**src/rtl/i2c_master.sv**
```systemverilog
// Single-master I2C controller: START, 7-bit address + R/W, one data byte,
// ACK/NACK handling and STOP. Open-drain bus: outputs only pull low or release.
module i2c_master #(
  parameter int unsigned CLK_DIV = 4
) (
  input  logic       clk,
  input  logic       rst,
  input  logic       start,
  input  logic [6:0] addr,
  input  logic       rw,
  input  logic [7:0] wr_data,
  output logic [7:0] rd_data,
  output logic       busy,
  output logic       done,
  output logic       nack,
  output logic       scl_oe,
  input  logic       scl_in,
  output logic       sda_oe,
  input  logic       sda_in
);

  localparam int unsigned CW = (CLK_DIV > 1) ? $clog2(CLK_DIV) : 1;
  localparam logic [CW-1:0] CNT_MAX = CW'(CLK_DIV - 1);

  typedef enum logic [3:0] {
    S_IDLE, S_START, S_ADDR, S_AACK, S_WDATA, S_WACK, S_RDATA, S_RNACK, S_STOP
  } state_t;

  state_t        state_q, state_d;
  logic [CW-1:0] cnt_q, cnt_d;
  logic [1:0]    qtr_q, qtr_d;
  logic [2:0]    bit_q, bit_d;
  logic [6:0]    addr_q, addr_d;
  logic          rw_q, rw_d;
  logic [7:0]    wdat_q, wdat_d;
  logic [7:0]    shift_q, shift_d;
  logic [7:0]    rd_data_q, rd_data_d;
  logic          busy_q, busy_d;
  logic          done_q, done_d;
  logic          nack_q, nack_d;
  logic          scl_oe_q, scl_oe_d;
  logic          sda_oe_q, sda_oe_d;
  logic          hold, tick, sample;
  logic [7:0]    abyte_d;

  // Quarter sequencing, bit counting and state transitions.
  always_comb begin
    state_d   = state_q;
    cnt_d     = cnt_q;
    qtr_d     = qtr_q;
    bit_d     = bit_q;
    addr_d    = addr_q;
    rw_d      = rw_q;
    wdat_d    = wdat_q;
    shift_d   = shift_q;
    rd_data_d = rd_data_q;
    busy_d    = busy_q;
    done_d    = 1'b0;
    nack_d    = nack_q;
    // A slave holding SCL low in Q2 freezes the divider until SCL is seen high.
    hold   = (qtr_q == 2'd2) && !scl_in;
    tick   = (cnt_q == CNT_MAX) && !hold;
    sample = (qtr_q == 2'd3) && (cnt_q == '0);

    if (state_q == S_IDLE) begin
      cnt_d = '0;
      qtr_d = '0;
      // done_q high means we just finished; a start in that cycle is dropped.
      if (start && !done_q) begin
        addr_d  = addr;
        rw_d    = rw;
        wdat_d  = wr_data;
        busy_d  = 1'b1;
        nack_d  = 1'b0;
        state_d = S_START;
      end
    end else begin
      if (!hold) cnt_d = tick ? '0 : cnt_q + CW'(1);
      // Address ACK, write ACK and read bits all shift through one register;
      // the ACK decision looks at bit 0 after its sample.
      if (sample && (state_q == S_AACK || state_q == S_WACK || state_q == S_RDATA))
        shift_d = {shift_q[6:0], sda_in};
      if (tick) begin
        qtr_d = qtr_q + 2'd1;
        if (qtr_q == 2'd3) begin
          case (state_q)
            S_START: begin
              state_d = S_ADDR;
              bit_d   = 3'd7;
            end
            S_ADDR: begin
              if (bit_q == 3'd0) state_d = S_AACK;
              else bit_d = bit_q - 3'd1;
            end
            S_AACK: begin
              bit_d = 3'd7;
              if (shift_q[0]) begin
                nack_d  = 1'b1;
                state_d = S_STOP;
              end else begin
                state_d = rw_q ? S_RDATA : S_WDATA;
              end
            end
            S_WDATA: begin
              if (bit_q == 3'd0) state_d = S_WACK;
              else bit_d = bit_q - 3'd1;
            end
            S_WACK: begin
              nack_d  = shift_q[0];
              state_d = S_STOP;
            end
            S_RDATA: begin
              if (bit_q == 3'd0) state_d = S_RNACK;
              else bit_d = bit_q - 3'd1;
            end
            S_RNACK: state_d = S_STOP;
            S_STOP: begin
              state_d = S_IDLE;
              busy_d  = 1'b0;
              done_d  = 1'b1;
              if (rw_q) rd_data_d = shift_q;
            end
            default: state_d = S_IDLE;
          endcase
        end
      end
    end
  end

  // Bus drive computed from the next state so the pins are registered and
  // change in the same cycle as the quarter they belong to.
  always_comb begin
    scl_oe_d = 1'b0;
    sda_oe_d = 1'b0;
    abyte_d  = {addr_d, rw_d};
    case (state_d)
      S_START: sda_oe_d = qtr_d[1];
      S_ADDR: begin
        scl_oe_d = !qtr_d[1];
        sda_oe_d = !abyte_d[bit_d];
      end
      S_WDATA: begin
        scl_oe_d = !qtr_d[1];
        sda_oe_d = !wdat_d[bit_d];
      end
      S_AACK, S_WACK, S_RDATA, S_RNACK: scl_oe_d = !qtr_d[1];
      S_STOP: begin
        scl_oe_d = !qtr_d[1];
        sda_oe_d = (qtr_d != 2'd3);
      end
      default: begin
        scl_oe_d = 1'b0;
        sda_oe_d = 1'b0;
      end
    endcase
  end

  // State and output registers; reset releases the bus immediately.
  always_ff @(posedge clk or negedge rst) begin
    if (!rst) begin
      state_q   <= S_IDLE;
      cnt_q     <= '0;
      qtr_q     <= '0;
      bit_q     <= '0;
      addr_q    <= '0;
      rw_q      <= 1'b0;
      wdat_q    <= '0;
      shift_q   <= '0;
      rd_data_q <= '0;
      busy_q    <= 1'b0;
      done_q    <= 1'b0;
      nack_q    <= 1'b0;
      scl_oe_q  <= 1'b0;
      sda_oe_q  <= 1'b0;
    end else begin
      state_q   <= state_d;
      cnt_q     <= cnt_d;
      qtr_q     <= qtr_d;
      bit_q     <= bit_d;
      addr_q    <= addr_d;
      rw_q      <= rw_d;
      wdat_q    <= wdat_d;
      shift_q   <= shift_d;
      rd_data_q <= rd_data_d;
      busy_q    <= busy_d;
      done_q    <= done_d;
      nack_q    <= nack_d;
      scl_oe_q  <= scl_oe_d;
      sda_oe_q  <= sda_oe_d;
    end
  end

  assign rd_data = rd_data_q;
  assign busy    = busy_q;
  assign done    = done_q;
  assign nack    = nack_q;
  assign scl_oe  = scl_oe_q;
  assign sda_oe  = sda_oe_q;

endmodule

```
**config.mk**
```make
export PLATFORM = sky130hd
export DESIGN_NAME = i2c_master
export DESIGN_NICKNAME = d
export VERILOG_FILES = /design/src/rtl/i2c_master.sv
export SDC_FILE = /design/constraint.sdc
export NUM_CORES = 1
export LEC_CHECK = 0
export ABC_AREA = 1
export BUFFER_PORTS_ARGS = -buffer_cell sky130_fd_sc_hd__buf_2
export CORE_AREA = 5 5 82 84
export CTS_CLUSTER_SIZE = 10
export DETAILED_ROUTE_END_ITERATION = 12
export DIE_AREA = 0 0 87 89
export GPL_ROUTABILITY_DRIVEN = 0
export GPL_TIMING_DRIVEN = 0
export PLACE_DENSITY_LB_ADDON = 0.12
export SLEW_MARGIN = 20
export SYNTH_ARGS = -nofsm -noshare
export SYNTH_HDL_FRONTEND = slang
export SYNTH_SLANG_ARGS = --single-unit
```
**constraint.sdc**
```tcl
create_clock -name clk -period 1.75 [get_ports clk]
set_input_delay 0.35 -clock clk [delete_from_list [all_inputs] [get_ports clk]]
set_output_delay 0.35 -clock clk [all_outputs]
set_load 0.01 [all_outputs]
```
; Word-level counts from Yosys, hierarchy flattened
; Index checks and enable logic that the tools add are counted.
[classes]
order_cmp = 1
bitwise_logic = 1
n_reduce_logical = 28
eq_ne = 23
addsub = 3
n_mux = 47
[ops]
columns = operator, count
row1 = equality test 4 x 3 -> 1 bit (second input constant), 8
row2 = two-way mux 4 bit, 8
row3 = one-hot mux 4 bit (6 select lines), 1
row4 = two-way mux 1 bit, 19
row5 = equality test 4 x 2 -> 1 bit (second input constant), 4
row6 = two-way mux 8 bit, 2
row7 = two-way mux 7 bit, 2
row8 = two-way mux 2 bit, 6
row9 = two-way mux 3 bit, 4
row10 = AND reduction 5 bit, 2
row11 = equality test 4 x 1 -> 1 bit (second input constant), 2
row12 = equality test 4 bit (second input constant), 2
row13 = OR reduction 7 bit, 1
row14 = binary-select mux 1 bit (select 3 bit), 2
row15 = equality test 2 bit (second input constant), 3
row16 = logical NOT 1 bit, 6
row17 = one-hot mux 3 bit (2 select lines), 1
row18 = nonzero test 2 bit, 3
row19 = logical AND 1 bit, 5
row20 = adder 2 x 1 -> 2 bit (second input constant), 2
row21 = logical NOT 4 bit, 1
row22 = less-than comparator 3 x 4 -> 1 bit (second input constant), 1
row23 = inequality test 2 x 1 -> 1 bit (second input constant), 2
row24 = one-hot mux 1 bit (4 select lines), 1
row25 = 13 further kinds, 15
[word_totals]
output_inout_bits = 13
input_bits = 21
word_cells = 117
register_bits = 48

; Logic depth before layout (Yosys ltp)
[depth]
ltp_word = 10
ltp_mapped = 14
depth_no_buf = 14

; Least setup slack after synthesis
; No wires, ideal clock.
[synth_timing]
path_type = register to register
from = register qtr_q[0]
to = register sda_oe_q, in the netlist sda_oe
arrival_time_ns = 1.633
period_less_slack_ns = 1.699
setup_ns = 0.066
t_required_ns = 1.684
setup_slack_ns = 0.051
path_buffers = 0
path_stages_with_launch = 14
path_cell_list = dfrtp_1 -> inv_1 -> ha_1 -> nand2_1 -> nand3_4 -> nor3b_2 -> nand2_1 -> nand2_1 -> inv_2 -> nor2_1 -> nand3_1 -> nand2_1 -> inv_1 -> nand3_2
[synth_via]
elab_cells_between_ends = 26
cone_classes = add/sub: 1 / eq/ne: 7 / mux: 13 / reduce/logical: 5
[synth_rtl]
columns = element, line_no
row1 = start: declaration, 31  ; logic [1:0] qtr_q, qtr_d;
row2 = start signal: assignment, 178  ; qtr_q <= qtr_d;
row3 = equality test 2 bit, 61  ; hold = (qtr_q == 2'd2) && !scl_in;
row4 = logical AND 1 bit, 61
row5 = logical NOT 1 bit, --
row6 = logical AND 1 bit, 62  ; tick = (cnt_q == CNT_MAX) && !hold;
row7 = two-way mux 4 bit (*), 83  ; if (tick) begin
row8 = two-way mux 4 bit (*), 65  ; if (state_q == S_IDLE) begin
row9 = net state_d[3], 29  ; state_t state_q, state_d;
row10 = "equality test 4 bit, or another cell as far along", 136  ; case (state_d)
row11 = one-hot mux 1 bit (4 select lines) (*), 136
row12 = net sda_oe_d, 42  ; logic sda_oe_q, sda_oe_d;
row13 = end signal: assignment, 189  ; sda_oe_q <= sda_oe_d;
row14 = end: declaration, 42
; The timed path passes the listed nets; every way through them passes the cells marked *. The select of a mux whose other input is x is not followed.
; A chain may end at the register's enable or synchronous reset.

; Worst setup path after layout
[layout_timing]
from = register qtr_q[1]
to = register sda_oe_q, in the netlist sda_oe
[layout_via]
elab_chain_cells = 10
elab_cells_between_ends = 26
cone_classes = add/sub: 1 / eq/ne: 7 / mux: 13 / reduce/logical: 5
[layout_lines]
columns = element, line_no
row1 = equality test 2 bit, 61
row2 = logical AND 1 bit, 61
row3 = logical NOT 1 bit, --
row4 = logical AND 1 bit, 62
row5 = two-way mux 3 bit, 83
row6 = two-way mux 3 bit, 65
row7 = "binary-select mux 1 bit (select 3 bit), on equally long branches", "144, 140"
row8 = "two-way mux 1 bit, on equally long branches", "144, 140"
row9 = "logical NOT 1 bit, on equally long branches", "144, 140"
row10 = one-hot mux 1 bit (4 select lines) (*), 136
row11 = net sda_oe_d, 42
; Marked as above.

==> summary by stage <==
Run status
The flow ran to the end, but the final reports show violations. The checks that failed: setup timing.

Power
The worst voltage drop across the vdd grid is 554 uV. The total power density per cell area is 1310 nW/um^2. The static leakage is 1.63 nW.

The total power consumption of the routed design is 4.35 mW.

Placed design
The total placed instance area is 2850 sq um. The number of cells after detailed placement is 408. The count of buffers added on input and output ports is 33. The wire-length estimate of the detail-placed layout is 4.03 mm. The worst slack at placement is -0.399 ns.

Timing
The worst path uses 102% of the clock period. The max-slew violation count was 0. Measured against its own limit, the worst slew margin works out to 59.0%.

The transition time at the pin with the least slew margin is 0.615 ns. Based on the critical path, the design can be clocked at up to 559 MHz. The setup total negative slack is -0.0399 ns. Clock skew on the completed layout was measured at 0.00594 ns. Setup repair after global routing could not meet its margin everywhere. The final number of hold-violating endpoints is 0.

The slack of the critical path is -0.0399 ns. Subtracting the final worst setup slack from the clock period gives 1.79 ns. Setup violations remaining at the end of the flow were counted as 1. Hold is met by 0.0517 ns.

Flow run
Across the run, the number of max-cap violations was 0.

Clocking
CTS placed an instance of clkbuf_8 at the clock tree root. The total clock sinks is 48. The maximum buffer depth of the clock tree is 2. The number of clock buffers added by TritonCTS is 5. The H-tree level count is 2. TritonCTS built the clock tree. The clock slew at the register clock pins of the worst setup and hold paths is 0.09 ns. The clock network latency to the later pin of the worst-skew pair is 0.30 ns.

Yosys
After synthesis, the share of flip-flops with an asynchronous set or reset is 100%. The Yosys step of the flow raised 0 warnings. Yosys mapped the design onto 36 distinct sky130hd cell types. The commonest register cell after synthesis is dfrtp_1. A synthesized cell averages 8.65 sq um. The number of enable flip-flop cells after synthesis is 0. The net count of the mapped netlist is 327. The sequential-to-total area share from yosys stat is 46.3%. The synthesized instance count is 300. The summed instance area of the synthesized netlist is 2590 sq um. The post-synthesis sequential element count is 48.

Routing
The first-iteration detailed-routing DRC count is 91. The iteration count of the initial detailed-routing pass is 4. The remaining antenna violation count is 0.

Using the TritonRoute via totals, the vias-per-cell ratio works out to 4.77. After detailed routing, the number of remaining DRC violations is 0. The routed via count is 2084. The routed wirelength normalized by instance count is 13.3 um. The sum of routed wire length over all layers is 5.81 mm.

Finish
The library cells used most frequently in the layout, excluding fill and tap cells, are 76 x nand2_1, 43 x dfrtp_1, 32 x buf_2. The library cell used most frequently in the layout, excluding fill and tap cells, is nand2_1. The antenna diode count is 0. The layout overhead on the synthesized area is 27.9%. The net count of the finished layout is 388. At the end of the flow the core is filled with cells to 56.7%.

For this run, the number of standard cells in the final layout without fillers is 437. With fillers left out, the area of the finished cells amounts to 3320 sq um. The fraction of layout instances using a drive strength above 1 is 42.8%.

Global routing
In the global route stage, overall resource usage came out at 16.0%. The first global-routing pass estimated 9.66 mm of wire. The via count of the first global-routing pass came to 2049.

The final global-route overflow total is 0. The initial antenna violation count is 0. The pin count of the biggest net entering global routing is 49.

Floorplan
34 I/O pins were placed. The floorplan step defined a die boundary enclosing 7740 sq um. The core region is 5850 sq um. The floorplan has 28 rows. The vertical die dimension is 89 um. The die extent in x is 87 um.

The initial utilization of the core area, before any placement, comes to 44.4%.

Worst setup path
At the worst endpoint, the required time is 1.94 ns. The kind of capture point of the worst setup path is a flop. The data arrival time of the critical path is 1.98 ns. The beginning of the critical path is qtr_q[1]$_DFF_PN0_. The kind of critical path is flop to flop. In this run the worst path has a maximum fanout of 5. The startpoint identified for the worst register-to-register timing path is qtr_q[1]$_DFF_PN0_. The element type at the critical path start is a flop.

Min path
The min-delay analysis places its worst path in the category input pin to asynchronous set/reset pin.
[Yosys cell counts (2+ instances only)]
cell type | count | area (sq um)
a21oi_1 | 2 | 10.0
a31oi_1 | 2 | 12.5
buf_4 | 2 | 15.0
dfrtp_1 | 48 | 1200
ha_1 | 6 | 75.1
inv_1 | 28 | 105
inv_2 | 6 | 22.5
nand2_1 | 88 | 330
nand2_2 | 16 | 100
nand2_4 | 7 | 78.8
nand3_1 | 23 | 115
nand3_2 | 6 | 60.1
nor2_1 | 15 | 56.3
nor2_2 | 2 | 12.5
nor2_4 | 3 | 33.8
nor3_1 | 3 | 15.0
nor3_2 | 2 | 20.0
o21ai_0 | 12 | 60.1
o21ai_1 | 11 | 55.1
o21ai_2 | 2 | 17.5
[cell families (layout without fill, tap and decap cells)]
| kind of cell | after synthesis | after routing | synth area share (%) |
|---|---|---|---|
| compound gates | 35 | 35 | 8.68 |
| flops | 48 | 48 | 46.3 |
| buf+inv | 40 | 100 | 7.09 |
| fa+ha+maj | 6 | 6 | 2.89 |
| simple gates | 170 | 172 | 34.6 |
| mux | 1 | 1 | 0.434 |
[metal layers]
layer	GRT usage, %	vias up	part of all wire, %
met3	3.13	7	2.5
met2	26.2	25	50
li1	-	1081	-
met4	6.09	0	1.4
met5	0	-	0
met1	21.1	971	46
[critical path: stages, from the launching register on]
cell     delay (ns)
dfrtp_2        0.46
ha_4           0.18
nand2_4        0.07
nand3_4        0.13
nor2_8         0.22
nand2_4        0.11
nand2_8        0.13
nand3_2        0.08
nand3_2        0.09
nand3_2        0.08
nand3_2        0.08
nand3_2        0.05
[report_power, final]
part / leakage, nW / internal [mW] / switching (mW)
registers: 0.608 / 1.42 / 0.164
logic: 0.983 / 0.816 / 1.24
clock network: 0.0434 / 0.320 / 0.389
total: 1.63 / 2.56 / 1.79
[sequential cells by signal, summed over array words and instances, names as in the netlist]
register,count
addr_q,7
done,1
wdat_q,8
cnt_q,2
shift_q,8
qtr_q,2
nack,1
state_q,4
busy,1
rd_data,8
sda_oe,1
rw_q,1
bit_q,3
scl_oe,1
[final timing paths]
| kind | to | slack (ns) | cells after the start |
|---|---|---|---|
| worst max register to register | sda_oe$_DFF_PN0_ | -0.04 | 11 |
| min in group clk | wdat_q[2]$_DFF_PN0_ | 0.27 | 3 |
| worst min register to register | wdat_q[2]$_DFF_PN0_ | 0.48 | 2 |
| worst min-delay path | addr_q[4]$_DFF_PN0_ | 0.05 | 1 |
| worst max-delay path | sda_oe$_DFF_PN0_ | -0.04 | 11 |
| max in group asynchronous | state_q[3]$_DFF_PN0_ | 1.25 | 1 |
[cell type report]
class | instances | area (sq um)
sequential | 48 | 1210
multi-input combinational | 214 | 1400
clock inverter | 2 | 15.0
tap | 75 | 93.8
inverter | 35 | 136
fill | 532 | 2530
timing repair buffer | 52 | 323
buffer | 5 | 63.8
clock buffer | 6 | 82.6
[what timing repair did]
action	in CTS	in global routing
hold buffers	0	0
resized for setup	24	32
pin swaps	5	13
setup buffers	5	14
gates cloned	1	1
hold endpoints to repair	0	0
setup endpoints to repair	10	11
Power figures use the tool's default switching activity.
